--- src/rtl/pipeline_hazard_ctrl_pkg.sv ---
// Shared types and constants for the riscv_processor pipeline hazard controller.
package pipeline_ctrl_pkg;

  localparam int REG_AW = 5;

  typedef enum logic [1:0] {
    RUN      = 2'd0,
    LOAD_USE = 2'd1,
    REDIRECT = 2'd2,
    MEM_WAIT = 2'd3
  } hz_state_t;

endpackage

--- src/rtl/pipeline_hazard_ctrl_sat_counter.sv ---
// Saturating up-counter with synchronous clear; holds at all-ones instead of wrapping.
module sat_counter #(
  parameter int W = 16
) (
  input  logic         clk,
  input  logic         rst,
  input  logic         inc,
  input  logic         clr,
  output logic [W-1:0] q
);

  always_ff @(posedge clk) begin
    // NOTE: state registers use non-blocking assignments so every flop samples pre-edge values.
    if (rst || clr) begin
      q <= '0;
    end else if (inc && (q != {W{1'b1}})) begin
      q <= q + 1'b1;
    end
  end

endmodule

--- src/rtl/pipeline_hazard_ctrl.sv ---
// Stall/flush sequencer for the 5-stage pipeline: load-use, EX redirect and data-memory wait
// hazards, with saturating statistics and a sticky memory-timeout flag.
module pipeline_hazard_ctrl
  import pipeline_ctrl_pkg::*;
#(
  parameter int REG_AW   = pipeline_ctrl_pkg::REG_AW,
  parameter int CNT_W    = 16,
  parameter int MAX_WAIT = 15
) (
  input  logic              clk,
  input  logic              rst,
  input  logic [REG_AW-1:0] id_rs1,
  input  logic [REG_AW-1:0] id_rs2,
  input  logic              id_use_rs1,
  input  logic              id_use_rs2,
  input  logic              ex_valid,
  input  logic              ex_mem_read,
  input  logic [REG_AW-1:0] ex_rd,
  input  logic              ex_redirect,
  input  logic              mem_req,
  input  logic              mem_ready,
  output logic              stall,
  output logic              bubble,
  output logic              flush,
  output logic              hold_all,
  output logic [1:0]        state,
  output logic [CNT_W-1:0]  stall_count,
  output logic [CNT_W-1:0]  flush_count,
  output logic              mem_timeout
);

  localparam int WAIT_W = $clog2(MAX_WAIT + 1);

  logic              memw;
  logic              lu;
  logic              rd;
  logic [WAIT_W-1:0] wait_cnt;
  hz_state_t         state_q;

  assign memw = mem_req & ~mem_ready;
  assign rd   = ex_valid & ex_redirect;
  assign lu   = ex_valid & ex_mem_read & (ex_rd != '0) &
                ((id_use_rs1 & (id_rs1 == ex_rd)) | (id_use_rs2 & (id_rs2 == ex_rd)));

  // Enables are combinational so the pipe reacts in the same cycle the hazard appears.
  always_comb begin
    // NOTE: every output gets a default first so no path through the block infers a latch.
    stall    = 1'b0;
    bubble   = 1'b0;
    flush    = 1'b0;
    hold_all = 1'b0;
    if (!rst) begin
      if (memw) begin
        hold_all = 1'b1;
        stall    = 1'b1;
      end else if (rd) begin
        flush = 1'b1;
      end else if (lu) begin
        stall  = 1'b1;
        bubble = 1'b1;
      end
    end
  end

  // Hazard terms are re-evaluated every cycle, so the state only records which one won.
  always_ff @(posedge clk) begin
    if (rst) begin
      state_q <= RUN;
    end else if (memw) begin
      state_q <= MEM_WAIT;
    end else if (rd) begin
      state_q <= REDIRECT;
    end else if (lu) begin
      state_q <= LOAD_USE;
    end else begin
      state_q <= RUN;
    end
  end

  assign state = state_q;

  always_ff @(posedge clk) begin
    if (rst) begin
      mem_timeout <= 1'b0;
    end else if (wait_cnt == WAIT_W'(MAX_WAIT)) begin
      mem_timeout <= 1'b1;
    end
  end

  sat_counter #(.W(CNT_W)) u_stall_cnt (
    .clk (clk),
    .rst (rst),
    .inc (stall),
    .clr (1'b0),
    .q   (stall_count)
  );

  sat_counter #(.W(CNT_W)) u_flush_cnt (
    .clk (clk),
    .rst (rst),
    .inc (flush),
    .clr (1'b0),
    .q   (flush_count)
  );

  // The wait counter restarts whenever the memory is not stalling the pipe.
  sat_counter #(.W(WAIT_W)) u_wait_cnt (
    .clk (clk),
    .rst (rst),
    .inc (memw),
    .clr (~memw),
    .q   (wait_cnt)
  );

endmodule

--- config.mk ---
export PLATFORM = sky130hd
export DESIGN_NAME = pipeline_hazard_ctrl
export DESIGN_NICKNAME = d
export VERILOG_FILES = /design/src/rtl/pipeline_hazard_ctrl_pkg.sv /design/src/rtl/pipeline_hazard_ctrl_sat_counter.sv /design/src/rtl/pipeline_hazard_ctrl.sv
export SDC_FILE = /design/constraint.sdc
export NUM_CORES = 1
export LEC_CHECK = 0
export ABC_CLOCK_PERIOD_IN_PS = 2570
export CAP_MARGIN = 20
export CORE_ASPECT_RATIO = 0.8
export CORE_MARGIN = 2
export CORE_UTILIZATION = 46
export DETAILED_ROUTE_END_ITERATION = 12
export PLACE_DENSITY_LB_ADDON = 0.3
export SLEW_MARGIN = 10
export SYNTH_ARGS = -nofsm -noshare
export SYNTH_HDL_FRONTEND = slang
export SYNTH_SLANG_ARGS = --single-unit
--- constraint.sdc ---
create_clock -name clk -period 2.57 [get_ports clk]
set_input_delay 0.514 -clock clk [delete_from_list [all_inputs] [get_ports clk]]
set_output_delay 0.514 -clock clk [all_outputs]
set_load 0.05 [all_outputs]
==> flow_summary.toml, run 1 <==
[finish]
seqCellArea_um2 = 781
antenna_cells = 0
fillCellCount = 344
finish.net_count = 335
syn2layout_area_growth_pct = 46.0
drive_above_1_share_pct = 12.0
multiInputGateArea_um2 = 1170
final_cell_mix = "clkdlybuf4s50_1, dfxtp_1, nor2_1"
final_common_cell = "clkdlybuf4s50_1"
post-route-util_pct = 69.6

[placed_design]
hpwlAfterDp_mm = 3.59
gp_congestion = 0.788
io_buffers = 62
dp_worst_setup_slack_ps = -100

[setup_path]
worstPathArrival_ps = 1930
critical_path.endpoint_type = "output pin"
required_ps = 2060
cp_max_fo = 3
r2r_cells = 8
cp-start-kind = "input port"
path_class = "in2out"

[sta]
maxSlewHeadroom_pct = 65.4
finalCriticalPeriod_ps = 2440
rsz0062_at_grt = "false"
hold_viol = 0
clock.fmax_ghz = 0.410
worst_slew_pin_slew_ps = 518
layout_setup_ws_ps = 129
finalMaxSlewViolations = 0
fin_skew_ps = 5.47
period_share_pct = 95.0
setup_viol = 0

[detailed_routing]
post_drt_via_cell_ratio = 5.43
drc = 0
wire_per_inst_um = 13.5
routed_wl_mm = 4.94
drtAntennaViolNets = 0
vias = 1986
drtIter0Drc = 87
drt_pre_antenna_iters = 4

[logic_synthesis]
postSynthCellCount = 230
synth_area_per_cell_um2 = 8.66
yosys-top-cells-area = "dfxtp_1, xnor2_1, nor2_1"
ys_async_sr_fraction_pct = 0
synth_edf_count = 0
synth_top_area_share_pct = 39.2
synth_cell_types = 40
netlist_area_um2 = 1990
seq_area_frac_synth_pct = 39.2
ys_ff_latch = 39
synth_nets = 257
synthFlopType = "dfxtp_1"
synth_top_area_cell = "dfxtp_1"
synth_warnings = 0

[floorplan]
ioPinCount = 63
die_h_um = 62.8
die_area_um2 = 4870
die_x_um = 77.6
start_util_pct = 47.6
num_rows = 21
core-area_um2 = 4180

[clock_tree]
cts_tree = "built"
clock_sinks = 39
clkSlewWorstSetupHoldPaths_ps = 70
root_buffer = "clkbuf_8"
cts_max_path_buffers = 2
htree_levels = 2
numCtsBuffers = 5
clk_latency_ps = 290

[run_status]
run_status = "complete, no violations"

[global_routing]
grt_pass1_wl_mm = 8.30
grt_max_degree = 33
grtUsageTotal_pct = 21.1
overflow = 0
first_global_vias = 1756
grt_antenna_before_repair = 0

[power]
p_total_uw = 1160
power_density_nw_per_um2 = 398
ir_worst_vdd_mv = 0.293
power.leakage_uw = 0.00111

[hold_path]
hold_depth = 2
min_path_type = "reg2reg"

[job]
drv_cap = 0
[power breakdown]
part | internal, uW | switching (uW)
Clock | 191 | 207
Sequential | 609 | 4.47
Combinational | 76.1 | 70.2
Total | 875 | 281
[layout make-up]
cell class              instances  area share (%)
well taps                      57            2.45
inverters                       6           0.775
clock inverters                 1           0.172
flip-flops and latches         39            26.9
clock buffers                   7            2.63
repair buffers                 77            26.8
multi-input cells             179            40.3
[synthesized netlist by cell type (5+ instances only)]
cell type  number
a21oi_1         9
and3_1          8
dfxtp_1        39
inv_1           6
mux2i_1         6
nand2_1        20
nand2b_1        5
nand3_1        10
nand4_1        15
nor2_1         26
nor3_1          5
or4_1           6
xnor2_1        15
xor2_1         11
[per-layer routing]
layer	global-route usage, %	share of wire [%]
met1	29.3	49
met2	31.8	45
met3	6.21	6.2
met4	5.58	0.63
met5	0	0
[cell families after synthesis]
family,synth area share (%)
AND/OR/NAND/NOR,30.2
flip-flops,39.2
AO/OA/AOI/OAI,11.4
XOR/XNOR,11.4
buffers and inverters,2.77
multiplexers,3.02
adder cells (fa/ha/maj),1.89
[flip-flops by register name (all words and copies together) (netlist names)]
register and cells:
u_flush_cnt.q 16, u_stall_cnt.q 16, u_wait_cnt.q 4, state 2
mem_timeout 1
[per-stage QoR]
| step | cells | instance area [um2] | TNS [ps] | hold WS (ps) |
|---|---|---|---|---|
| 2_1_floorplan | 230 | 1990 | 0 | 489 |
| 3_3_place_gp | 357 | 2800 | -118 | 435 |
| 3_5_place_dp | 357 | 2800 | -443 | 440 |
| 4_1_cts | 365 | 2890 | -79.5 | 451 |
| 5_1_grt | 366 | 2910 | 0 | 501 |
| 6_report | 366 | 2910 | 0 | 448 |
[critical path, stage by stage]
cell and delay [ps]:
clkdlybuf4s50_1 550, xnor2_1 150, nand4_1 120, o22ai_2 180, nand2b_4 90, nor2b_2 170
buf_12 150
[path summary, 6_finish.rpt]
path / startpoint / end / slack (ps)
worst max-delay path: ex_rd[0] / bubble / 130
worst min-delay path: mem_timeout / mem_timeout / 450
worst max register to register: u_stall_cnt.q[0] / u_stall_cnt.q[13] / 630
worst min register to register: mem_timeout / mem_timeout / 450
[what timing repair did]
action                                  CTS  global route
pin swaps                                 0             3
setup buffers                             0             1
hold buffers                              0             0
endpoints found under the setup margin    2             2
resized for setup                         3             5
Power figures use the tool's default switching activity.
==> run 2: changes to the inputs <==
--- a/config.mk
+++ b/config.mk
@@ -9,10 +9,11 @@
 export CAP_MARGIN = 20
 export CORE_ASPECT_RATIO = 0.8
 export CORE_MARGIN = 2
-export CORE_UTILIZATION = 46
+export CORE_UTILIZATION = 35
 export DETAILED_ROUTE_END_ITERATION = 12
 export PLACE_DENSITY_LB_ADDON = 0.3
 export SLEW_MARGIN = 10
 export SYNTH_ARGS = -nofsm -noshare
 export SYNTH_HDL_FRONTEND = slang
 export SYNTH_SLANG_ARGS = --single-unit
+export TNS_END_PERCENT = 10
==> flow_summary.toml, run 2 (synthesis results as in run 1) <==
[run_status]
run_status = "complete, no violations"

[global_routing]
first_global_vias = 1808
grt_antenna_before_repair = 0
grtUsageTotal_pct = 16.2
grt_pass1_wl_mm = 8.07
grt_max_degree = 33
overflow = 0

[detailed_routing]
post_drt_via_cell_ratio = 4.95
drt_pre_antenna_iters = 4
drtAntennaViolNets = 0
vias = 1927
drc = 0
wire_per_inst_um = 12.9
routed_wl_mm = 5.01
drtIter0Drc = 63

[setup_path]
slowest_delay_ps = 540
cp-startpoint = "ex_rd[1]"
cpMaxStageDelayCell = "or4_4"
crit_path_cell_trace = "dlygate4sd2_1, or4_4, o211ai_2, nand2b_4, nand2_1, buf_12"
r2r_slack_ps = 590
cp-start-kind = "input port"
cp.buffers_inverters = 2
r2r_start = "u_stall_cnt.q[0]"
required_ps = 2060
crit_family = "simple AND/OR/NAND/NOR gates"
critical_path.endpoint_type = "output pin"
cp_max_fo = 3
worstPathArrival_ps = 1930
path_class = "in2out"

[clock_tree]
cts_max_path_buffers = 2
clk_latency_ps = 290
root_buffer = "clkbuf_8"
clkSlewWorstSetupHoldPaths_ps = 70
cts_tree = "built"
numCtsBuffers = 5
clock_sinks = 39
htree_levels = 2
hold_buffers = 0

[finish]
final_common_cell = "clkdlybuf4s50_1"
syn2layout_area_growth_pct = 48.0
fillCellCount = 529
drive_above_1_share_pct = 12.9
finish.net_count = 337
multiInputGateArea_um2 = 1170
reg_top3 = "u_flush_cnt.q x16, u_stall_cnt.q x16, u_wait_cnt.q x4"
antenna_cells = 0
final_cell_mix = "clkdlybuf4s50_1, dfxtp_1, nor2_1"
seqCellArea_um2 = 781

[sta]
clock.fmax_ghz = 0.409
worst_slew_pin_slew_ps = 530
fin_skew_ps = 5.57
setup_viol = 0
maxSlewHeadroom_pct = 64.5
fin_tns_setup_ps = 0
finalMaxSlewViolations = 0
hold_viol = 0
layout_setup_ws_ps = 125
period_share_pct = 95.1
rsz0062_at_grt = "false"
finalCriticalPeriod_ps = 2450
hold_slack_ps = 449

[power]
power.leakage_uw = 0.00111
ir_worst_vdd_mv = 0.178
p_total_uw = 1170
power_density_nw_per_um2 = 396

[job]
drv_cap = 0

[floorplan]
num_rows = 24
ioPinCount = 63
start_util_pct = 36.4
die_area_um2 = 6310
core-area_um2 = 5470
die_x_um = 88.3
die_h_um = 71.5

[placed_design]
io_buffers = 62
hpwlAfterDp_mm = 3.67
dp_worst_setup_slack_ps = -107
gp_congestion = 0.707

[hold_path]
hold_start = "mem_timeout"
min_path_type = "reg2reg"
==> run 2: cell types whose count changed in the layout (fill, tap and decap cells not counted), sizes merged <==
| cell | before | now |
|---|---|---|
| dlymetal6s2s | 3 | 1 |
| clkbuf | 7 | 6 |
| clkinvlp | 0 | 1 |
| dlygate4sd2 | 1 | 3 |
| buf | 19 | 21 |
==> run 2: cell type report <==
type                       count  area share (%)
multi-input combinational    179            39.8
sequential                    39            26.5
inverter                       6           0.764
clock buffer                   6            2.46
clock inverter                 2           0.425
timing repair buffer          79            26.7
tap                           78            3.31
==> run 2: tightest hold or removal path: cells and delay by family, from the launching register on <==
kind / cells / cell delay (ps)
compound gates: 1 / 50
buf+inv: 1 / 50
flops: 1 / 310
==> run 2: final timing paths <==
| kind | to | depth (start not counted) |
|---|---|---|
| setup / recovery | stall | 6 |
| hold / removal | mem_timeout | 2 |
| setup reg to reg | u_stall_cnt.q[15] | 8 |
| hold reg to reg | mem_timeout | 2 |
==> run 2: stage by stage <==
| step | util, % | instances | area, um2 |
|---|---|---|---|
| detailed placement | 51.9 | 380 | 2840 |
| CTS | 53.7 | 389 | 2940 |
| global route | 53.9 | 389 | 2950 |
| global placement | 51.9 | 380 | 2840 |
| finish | 53.9 | 389 | 2950 |
| floorplan | - | 230 | 1990 |
==> run 2: what timing repair did <==
item                                    in CTS  in global routing
endpoints found under the setup margin       2                  3
setup buffers                                1                  0
gates resized for setup                      5                  3
pin swaps                                    1                  1
==> run 2: per-layer routing <==
layer / routed length (um) / GRT usage, %
met1: 2600 / 22.3
met2: 2050 / 24.1
met3: 279 / 3.80
met4: 80 / 6.90
met5: 0 / 0
==> run 2: where the power goes <==
group / internal (uW) / total, uW / switching (uW)
clock: 190 / 408 / 218
sequential: 608 / 613 / 4.22
combinational: 76.7 / 147 / 70.3
total: 875 / 1170 / 293
